--- src/rtl/image_pkg.sv ---
// Shared mode constants, controller state type and mode validity check.
// Rotate-180 (mode 11) is accepted only when IMAGE_REFLECT_ROT180_EN is defined.
package image_pkg;

    localparam logic [1:0] MODE_PASS = 2'b00;
    localparam logic [1:0] MODE_VERT = 2'b01;
    localparam logic [1:0] MODE_HORZ = 2'b10;
    localparam logic [1:0] MODE_ROT  = 2'b11;

    typedef enum logic [1:0] {
        IDLE  = 2'd0,
        LOAD  = 2'd1,
        DRAIN = 2'd2
    } state_t;

    function automatic logic mode_valid(input logic [1:0] m);
`ifdef IMAGE_REFLECT_ROT180_EN
        return 1'b1;
`else
        return (m != MODE_ROT);
`endif
    endfunction

endpackage

--- src/rtl/reflect_out_buf.sv ---
// Two-entry output FIFO between the RAM read port and the output stream.
// The head entry is presented directly so it stays stable while not popped.
module reflect_out_buf #(
    parameter int W = 9
) (
    input  logic         clk,
    input  logic         rst_n,
    input  logic         push,
    input  logic [W-1:0] push_data,
    input  logic         pop,
    output logic [W-1:0] head,
    output logic [1:0]   count
);

    logic [W-1:0] mem_q [2];
    logic [W-1:0] mem_d [2];
    logic         wr_ptr_q, wr_ptr_d;
    logic         rd_ptr_q, rd_ptr_d;
    logic [1:0]   count_q, count_d;

    always_comb begin
        mem_d    = mem_q;
        wr_ptr_d = wr_ptr_q;
        rd_ptr_d = rd_ptr_q;
        if (push) begin
            mem_d[wr_ptr_q] = push_data;
            wr_ptr_d        = ~wr_ptr_q;
        end
        if (pop) begin
            rd_ptr_d = ~rd_ptr_q;
        end
        count_d = count_q + {1'b0, push} - {1'b0, pop};
    end

    always_ff @(posedge clk or negedge rst_n) begin
        if (!rst_n) begin
            mem_q    <= '{default: '0};
            wr_ptr_q <= 1'b0;
            rd_ptr_q <= 1'b0;
            count_q  <= 2'd0;
        end else begin
            mem_q    <= mem_d;
            wr_ptr_q <= wr_ptr_d;
            rd_ptr_q <= rd_ptr_d;
            count_q  <= count_d;
        end
    end

    assign head  = mem_q[rd_ptr_q];
    assign count = count_q;

endmodule

--- src/rtl/image_reflect_ctrl.sv ---
// Frame reflection controller: LOAD writes a raster frame into a single-port RAM,
// DRAIN reads it back through mirrored addresses. Mode 11 needs IMAGE_REFLECT_ROT180_EN.
module image_reflect_ctrl
    import image_pkg::*;
#(
    parameter  int ROWS = 512,
    parameter  int COLS = 512,
    parameter  int DW   = 8,
    localparam int AW   = $clog2(ROWS * COLS)
) (
    input  logic          clk,
    input  logic          rst_n,
    input  logic          start,
    input  logic [1:0]    mode,
    output logic          busy,
    output logic          done,
    output logic          err,
    input  logic          s_valid,
    output logic          s_ready,
    input  logic [DW-1:0] s_data,
    output logic          m_valid,
    input  logic          m_ready,
    output logic [DW-1:0] m_data,
    output logic          m_last,
    output logic          ram_we,
    output logic          ram_re,
    output logic [AW-1:0] ram_addr,
    output logic [DW-1:0] ram_wdata,
    input  logic [DW-1:0] ram_rdata
);

    localparam logic [AW-1:0] COL_MAX   = AW'(COLS - 1);
    localparam logic [AW-1:0] ROW_STEP  = AW'(COLS);
    localparam logic [AW-1:0] LAST_BASE = AW'((ROWS - 1) * COLS);
    localparam logic [AW:0]   NPIX      = (AW + 1)'(ROWS * COLS);

    state_t        state_q, state_d;
    logic [1:0]    mode_q, mode_d;
    logic          busy_q, busy_d;
    logic          done_q, done_d;
    logic          err_q, err_d;
    logic          s_ready_q, s_ready_d;
    logic [AW-1:0] wr_base_q, wr_base_d;
    logic [AW-1:0] wr_col_q, wr_col_d;
    logic [AW-1:0] rd_base_q, rd_base_d;
    logic [AW-1:0] rd_col_q, rd_col_d;
    logic [AW:0]   rd_cnt_q, rd_cnt_d;
    logic          re_q, re_last_q;

    logic          s_hs, wr_last, vflip, hflip, pop, rd_issue;
    logic [AW-1:0] rd_col_eff, rd_addr, wr_addr;
    logic [2:0]    occ_after;
    logic [1:0]    buf_count;
    logic [DW:0]   buf_head;

    assign s_hs    = (state_q == LOAD) && s_valid && s_ready_q;
    assign wr_last = (wr_base_q == LAST_BASE) && (wr_col_q == COL_MAX);
    assign vflip   = (mode_q == MODE_VERT) || (mode_q == MODE_ROT);
    assign hflip   = (mode_q == MODE_HORZ) || (mode_q == MODE_ROT);
    assign m_valid = (buf_count != 2'd0);
    assign pop     = m_valid && m_ready;

    // A slot freed by this cycle's pop is reusable at once, which keeps 1 pixel/cycle.
    assign occ_after = {1'b0, buf_count} + {2'b00, re_q} - {2'b00, pop};
    assign rd_issue  = (state_q == DRAIN) && (rd_cnt_q != NPIX) &&
                       (buf_count != 2'd2) && (occ_after < 3'd2);

    assign rd_col_eff = hflip ? (COL_MAX - rd_col_q) : rd_col_q;
    assign rd_addr    = rd_base_q + rd_col_eff;
    assign wr_addr    = wr_base_q + wr_col_q;

    assign ram_we    = s_hs;
    assign ram_re    = rd_issue;
    assign ram_addr  = s_hs ? wr_addr : (rd_issue ? rd_addr : '0);
    assign ram_wdata = s_hs ? s_data : '0;

    reflect_out_buf #(.W(DW + 1)) u_out_buf (
        .clk       (clk),
        .rst_n     (rst_n),
        .push      (re_q),
        .push_data ({re_last_q, ram_rdata}),
        .pop       (pop),
        .head      (buf_head),
        .count     (buf_count)
    );

    assign m_data = buf_head[DW-1:0];
    assign m_last = m_valid && buf_head[DW];

    always_comb begin
        state_d   = state_q;
        mode_d    = mode_q;
        busy_d    = busy_q;
        done_d    = 1'b0;
        err_d     = err_q;
        s_ready_d = s_ready_q;
        wr_base_d = wr_base_q;
        wr_col_d  = wr_col_q;
        rd_base_d = rd_base_q;
        rd_col_d  = rd_col_q;
        rd_cnt_d  = rd_cnt_q;
        case (state_q)
            IDLE: begin
                if (start) begin
                    if (mode_valid(mode)) begin
                        mode_d    = mode;
                        err_d     = 1'b0;
                        state_d   = LOAD;
                        busy_d    = 1'b1;
                        s_ready_d = 1'b1;
                        wr_base_d = '0;
                        wr_col_d  = '0;
                    end else begin
                        err_d = 1'b1;
                    end
                end
            end
            LOAD: begin
                if (s_hs) begin
                    if (wr_last) begin
                        state_d   = DRAIN;
                        s_ready_d = 1'b0;
                        wr_base_d = '0;
                        wr_col_d  = '0;
                        rd_cnt_d  = '0;
                        rd_col_d  = '0;
                        rd_base_d = vflip ? LAST_BASE : '0;
                    end else if (wr_col_q == COL_MAX) begin
                        wr_col_d  = '0;
                        wr_base_d = wr_base_q + ROW_STEP;
                    end else begin
                        wr_col_d = wr_col_q + 1'b1;
                    end
                end
            end
            DRAIN: begin
                if (rd_issue) begin
                    rd_cnt_d = rd_cnt_q + 1'b1;
                    if (rd_col_q == COL_MAX) begin
                        rd_col_d  = '0;
                        rd_base_d = vflip ? (rd_base_q - ROW_STEP) : (rd_base_q + ROW_STEP);
                    end else begin
                        rd_col_d = rd_col_q + 1'b1;
                    end
                end
                if (pop && m_last) begin
                    state_d = IDLE;
                    busy_d  = 1'b0;
                    done_d  = 1'b1;
                end
            end
            default: state_d = IDLE;
        endcase
    end

    always_ff @(posedge clk or negedge rst_n) begin
        if (!rst_n) begin
            state_q   <= IDLE;
            mode_q    <= MODE_PASS;
            busy_q    <= 1'b0;
            done_q    <= 1'b0;
            err_q     <= 1'b0;
            s_ready_q <= 1'b0;
            wr_base_q <= '0;
            wr_col_q  <= '0;
            rd_base_q <= '0;
            rd_col_q  <= '0;
            rd_cnt_q  <= '0;
            re_q      <= 1'b0;
            re_last_q <= 1'b0;
        end else begin
            state_q   <= state_d;
            mode_q    <= mode_d;
            busy_q    <= busy_d;
            done_q    <= done_d;
            err_q     <= err_d;
            s_ready_q <= s_ready_d;
            wr_base_q <= wr_base_d;
            wr_col_q  <= wr_col_d;
            rd_base_q <= rd_base_d;
            rd_col_q  <= rd_col_d;
            rd_cnt_q  <= rd_cnt_d;
            re_q      <= rd_issue;
            re_last_q <= rd_issue && (rd_cnt_q == NPIX - 1'b1);
        end
    end

    assign busy    = busy_q;
    assign done    = done_q;
    assign err     = err_q;
    assign s_ready = s_ready_q;

endmodule

--- config.mk ---
export PLATFORM = sky130hd
export DESIGN_NAME = image_reflect_ctrl
export DESIGN_NICKNAME = d
export VERILOG_FILES = /design/src/rtl/image_pkg.sv /design/src/rtl/reflect_out_buf.sv /design/src/rtl/image_reflect_ctrl.sv
export SDC_FILE = /design/constraint.sdc
export NUM_CORES = 1
export LEC_CHECK = 0
export ABC_AREA = 0
export CAP_MARGIN = 20
export CORE_MARGIN = 2
export CORE_UTILIZATION = 60
export CTS_CLUSTER_SIZE = 30
export DETAILED_ROUTE_END_ITERATION = 8
export DONT_BUFFER_PORTS = 1
export PLACE_DENSITY_LB_ADDON = 0.1
export REMOVE_ABC_BUFFERS = 1
export SYNTH_ARGS = -nofsm -noshare
export SYNTH_HDL_FRONTEND = slang
export SYNTH_SLANG_ARGS = --single-unit
--- constraint.sdc ---
create_clock -name clk -period 4 [get_ports clk]
set_input_delay 0.2 -clock clk [delete_from_list [all_inputs] [get_ports clk]]
set_output_delay 0.2 -clock clk [all_outputs]
set_load 0.05 [all_outputs]
Word-level counts from Yosys, hierarchy flattened
Index checks and enable logic that the tools add are counted.

Bits of input ports: 23. Flip-flop bits (word level): 123. Logic and storage cells: 138. Output and inout bits: 42.

$add $sub $neg: 13. Order comparisons: 4. Mux-type cells: 52. Equal/unequal tests: 20. Bitwise operators: 4. Reduce and logical (&&, ||, !) cells: 27.

Operators by type and width (count): $mux 18 (21); $pmux 18 s2 (4); $mux 19 (3); $pmux 19 s2 (1); $add 18x1->18 const B (2); $add 18x10->18 const B (2); $add 18x18->18 (2); $eq 18x9->1 const B (2); $mux 9 (4); $reduce_and 5->1 (4); $add 19x1->19 const B (1); $eq 19x18->1 const B (1); $ne 19x19->1 const B (1); $bwmux 18 (1); $eq 18x18->1 const B (1); $sub 18x10->18 const B (1); $sub 9x18->18 const A (1); $ne 2x2->1 const B (7); $reduce_and 4->1 (3); $logic_and 1x1->1 (11); $mux 2 (5); $demux 9 s1 (1); $mux 1 (8); $mux 8 (1); 20 further kinds (32).

Depth between registers and ports, before layout
Word-level depth: 8. Gate-level depth with buffers: 16. Depth with buffers taken out: 14.

By module
From an unflattened synthesis, not the netlist that was laid out.

Cell total of the unflattened synthesis: 788. Area total of the unflattened synthesis: 7079.3 µm².

By module, submodules not included: image_reflect_ctrl (seq. area each 2077.0 µm², cells each 727, area an instance 6092.1 µm², instances 1); reflect_out_buf (seq. area each 550.5 µm², cells each 61, area an instance 987.2 µm², instances 1).

Least setup slack after synthesis
OpenSTA, ideal clock, no wires.

Path kind: register to output. Start point: reg u_out_buf.count_q[1] (netlist: u_out_buf.count[1]). End point: out ram_addr[8]. Required time: 3800 ps. Arrival time: 4053 ps. Buffers on the path: 2. Slack: -253 ps. Cell stages (with the launch flop): 15. Cells stage by stage: dfrtp_1 > inv_1 > nand2_1 > nand2_1 > inv_1 > ha_1 > inv_1 > ha_1 > fa_1 > nand3b_1 > a211oi_1 > o41ai_4 > buf_4 > buf_2 > o21ai_0.

Word-level cells in the longest chain between the ends: 7. Elaborated cells on any way between the ends: 10. Those cells by class: 2 x add/sub; 1 x order compare; 1 x eq/ne; 2 x mux; 4 x reduce/logical.

Ends and longest elaborated chain: from (decl) (line reflect_out_buf.sv:19) `logic [1:0] count_q, count_d;`; from (signal assigned) (line reflect_out_buf.sv:45) `count_q <= count_d;`; $reduce_bool 2->1 (line image_reflect_ctrl.sv:60) `assign m_valid = (buf_count != 2'd0);`; net m_valid (line image_reflect_ctrl.sv:21) `output logic m_valid,`; $logic_and 1x1->1 (line image_reflect_ctrl.sv:61) `assign pop = m_valid && m_ready;`; net pop (line image_reflect_ctrl.sv:50) `logic s_hs, wr_last, vflip, hflip, pop, rd_issue;`; $sub 3x1->3 (line image_reflect_ctrl.sv:64) `assign occ_after = {1'b0, buf_count} + {2'b00, re_q} - {2'b00, pop};`; $lt 3x2->1 (line image_reflect_ctrl.sv:66) `(buf_count != 2'd2) && (occ_after < 3'd2);`; $logic_and 1x1->1 (line image_reflect_ctrl.sv:66); $mux 18 (2 in series) (line image_reflect_ctrl.sv:74) `assign ram_addr = s_hs ? wr_addr : (rd_issue ? rd_addr : '0);`; to (decl) (line image_reflect_ctrl.sv:27) `output logic [AW-1:0] ram_addr,`.

The timed path passes the listed nets, and every way through them passes these cells.

Worst setup path after layout
Start point: reg u_out_buf.count_q[1] (netlist: u_out_buf.count[1]). End point: out ram_addr[11].

Word-level cells in the longest chain between the ends: 7. Elaborated cells on any way between the ends: 10. Those cells by class: 2 x add/sub; 1 x order compare; 1 x eq/ne; 2 x mux; 4 x reduce/logical.

Ends and longest elaborated chain (line): $reduce_bool 2->1 (image_reflect_ctrl.sv:60); $logic_and 1x1->1 (image_reflect_ctrl.sv:61); net pop (image_reflect_ctrl.sv:50); $sub 3x1->3 (image_reflect_ctrl.sv:64); $lt 3x2->1 (image_reflect_ctrl.sv:66); $logic_and 1x1->1 (image_reflect_ctrl.sv:66); $mux 18 (2 in series) (image_reflect_ctrl.sv:74).

The timed path passes the listed nets, and every way through them passes these cells.

==> flow_summary.yaml <==
grt:
  grt_max_degree: 106
  first_global_vias: 5644
  antenna_found_initial: 0
  grt_pass1_wl_mm: 27.6
  grt_overflow: 0
  grt_usage_pct: 27.5
critical_path:
  crit_family: "adder cells"
  crit_required_ns: 3.80
  startpoint: "u_out_buf.count[1]"
  crit_fanout: 16
  crit_top_cell: "inv_1"
  crit_arrival_ns: 3.50
  max_stage_delay_ns: 0.39
  rr_startpoint: "u_out_buf.count[1]"
  setup.worst_path.end_class: "output pin"
  crit_path_top_delay_cell: "dfrtp_1"
  crit_chain: "inv_1 -> nand2_1 -> nand2_1 -> inv_1 -> ha_1 -> inv_1 -> ha_1 -> fa_1 -> nand3b_1 -> a211oi_2 -> o41ai_4 -> buf_4 -> o22ai_1 -> buf_4"
  crit_type: "register to output pin"
  startpoint_type: "register"
  crit_buf_inv: 5
clock_tree:
  clock_tree.buffer_depth: 2
  post_cts_buffers: 0
  clock_sinks: 105
  cts_tree: "built"
  cts_htree_levels: 3
  cts-root-buf: "clkbuf_16"
  clk-insertion-delay-late_ns: 0.36
  clkTransAtPathRegs_ns: 0.07
  cts_buffers: 9
timing:
  finalCritPeriodShare_pct: 92.6
  slew_headroom_pct: 30.1
  finalClockSkew_ns: 0.00813
  finalMaxSlewViolations: 0
  finalSetupViolations: 0
  fin_crit_ns: 3.70
  tns_ns: 0
  worstMarginPinSlew_ns: 1.05
  rsz0062_at_grt: "false"
  finalHoldViolCount: 0
  fmax_mhz: 270
synth:
  syn_inst: 770
  synth_async_sr_flop_share_pct: 100
  yosysSeqAreaShare_pct: 38.3
  ys_types: 65
  syn_area_mm2: 0.00687
  ys_ff_latch: 105
  avgSynthCellArea_um2: 8.92
  synth_flop_cell: "dfrtp_1"
  yosys_warnings: 0
  synth_edf_count: 0
drt:
  drc: 0
  routedWlPerCell_um: 17.4
  final_antenna_net_count: 0
  vias: 5763
  first_pass_iters: 5
  initialDrtViolationCount: 493
  wl_mm: 16.3
  vias_per_cell: 6.16
floorplanning:
  core_area_mm2: 0.0113
  rows: 39
  dieArea_mm2: 0.0123
  io_pins: 65
  start_util_pct: 60.9
  die_w_um: 111
  die_height_um: 111
final_layout:
  layout.nets: 846
  final_area_mm2: 0.00752
  n_antenna_cell: 0
  drive_above_1_share_pct: 11.1
  fill_cells: 932
  syn2layout_area_growth_pct: 9.53
place:
  dpl.hpwl_mm: 11.7
  gp_congestion: 0.900
  postPlaceCellArea_mm2: 0.00711
  numPortBuffers: 0
status:
  status: "finished, final reports clean"
power_and_ir_drop:
  leakagePower_nw: 3.26
  powerDensity_mw_per_mm2: 529
  p_total_w: 0.00398
  ir_drop_v: 0.000574
min_path:
  worstHoldStart: "mode[0]"
  hp-class: "primary input to register"
job:
  cap_viol_max_count: 0
cell families after synthesis:
| group | after synthesis | share of synthesized area [%] |
|---|---|---|
| and+or+nand+nor | 275 | 20.2 |
| muxes | 29 | 4.70 |
| DFF | 105 | 38.3 |
| buffers and inverters | 62 | 4.24 |
| other | 1 | 0.0546 |
| adders and majority gates | 35 | 6.59 |
| xor gates and xnor gates | 51 | 6.50 |
| AOI/OAI and AO/OA | 212 | 19.5 |
state kept, by name, summed over array words and instances (netlist names):
signal and count:
rd_cnt_q 19, rd_col_q 18, u_out_buf.mem_q 18, wr_col_q 18, rd_base_q 9, wr_base_q 9, mode_q 2, state_q 2
u_out_buf.count 2, busy 1, done 1, err 1, re_last_q 1, re_q 1, s_ready 1, u_out_buf.rd_ptr_q 1
u_out_buf.wr_ptr_q 1
layout by cell type, fill, tap and decap left out, types with 4 or more instances in the layout:
| cell type | count |
|---|---|
| a211oi_1 | 4 |
| and3_1 | 8 |
| a21oi_1 | 32 |
| mux2_2 | 26 |
| clkbuf_16 | 9 |
| a31oi_1 | 18 |
| and2_1 | 15 |
| o21ai_1 | 10 |
| nand4_1 | 7 |
| dfrtp_1 | 105 |
| xor2_1 | 11 |
| nand2_1 | 83 |
| a21o_1 | 11 |
| nor2b_1 | 7 |
| o21bai_1 | 4 |
| nor4_1 | 7 |
| xnor2_1 | 40 |
| nand3b_1 | 4 |
| o21ai_0 | 73 |
| o211ai_1 | 4 |
| o22ai_1 | 9 |
| o31ai_1 | 21 |
| nor2_1 | 54 |
| o21a_1 | 6 |
| nand3_1 | 34 |
| or3_1 | 7 |
| ha_1 | 33 |
| dlygate4sd3_1 | 10 |
| nor3_1 | 15 |
| inv_1 | 28 |
| buf_4 | 28 |
| nand2b_1 | 13 |
cell type report:
type | instances | area [µm²] | area share [%]
multi-input combinational | 603 | 3960 | 52.6
clock buffer | 10 | 239 | 3.18
timing repair buffer | 41 | 378 | 5.02
tap | 143 | 179 | 2.38
clock inverter | 5 | 40.0 | 0.532
inverter | 28 | 105 | 1.40
sequential | 105 | 2630 | 34.9
cell usage after synthesis, types with 7 or more instances:
master	count	area share, %
dfrtp_1	105	38
nand2_1	83	4.5
o21ai_0	82	6.0
nor2_1	54	3.0
xnor2_1	40	5.1
nand3_1	34	2.5
ha_1	33	6.0
a21oi_1	32	2.3
inv_1	28	1.5
mux2_2	26	4.3
o31ai_1	21	2.3
a31oi_1	18	1.6
clkbuf_1	18	0.98
and2_1	15	1.4
nor3_1	15	1.1
nand2b_1	13	1.2
a21o_1	11	1.2
xor2_1	11	1.4
o22ai_1	9	0.82
and3_1	8	0.73
buf_2	8	0.58
nand4_1	7	0.64
nor2b_1	7	0.64
nor4_1	7	0.64
or3_1	7	0.64
where the power goes:
part           internal (W)  switching (W)
logic              0.000605        0.00104
registers           0.00125       0.000246
clock network      0.000441       0.000403
total               0.00229        0.00169
metal layers:
layer / track usage [%] / vias to the layer above / share of wire (%)
met5: 0 / - / 0
met4: 7.92 / 0 / 2.2
met3: 5.74 / 26 / 3.5
met2: 46.9 / 109 / 49
met1: 35.5 / 2814 / 45
li1: - / 2814 / -
through the flow:
step	hold slack [ns]	cells	setup slack, ns	utilization [%]
finish	0.0117	935	0.295	66.7
detailed placement	-0.0936	909	0.357	63.1
CTS	0.00962	935	0.0920	66.7
global route	0.0250	935	0.111	66.7
global placement	-0.0934	909	0.506	63.1
floorplan	-0.0956	736	-0.106	-
what timing repair did:
item                                   CTS  global route
gates resized for setup                  0             1
setup endpoints to repair                0             6
endpoints found under the hold margin  122             0
hold buffers                            11             0
final timing paths:
kind                            cells past startpoint            endpoint  slack [ns]
worst max register to register                     15        rd_col_q[13]        0.42
min in group asynchronous                           2  u_out_buf.mem_q[4]        0.44
worst max-delay path                               14        ram_addr[11]        0.30
max in group asynchronous                           2         rd_col_q[3]        3.17
worst min register to register                      1  u_out_buf.wr_ptr_q        0.50
worst min-delay path                                2           mode_q[0]        0.01
(Power assumes the default switching activity.)
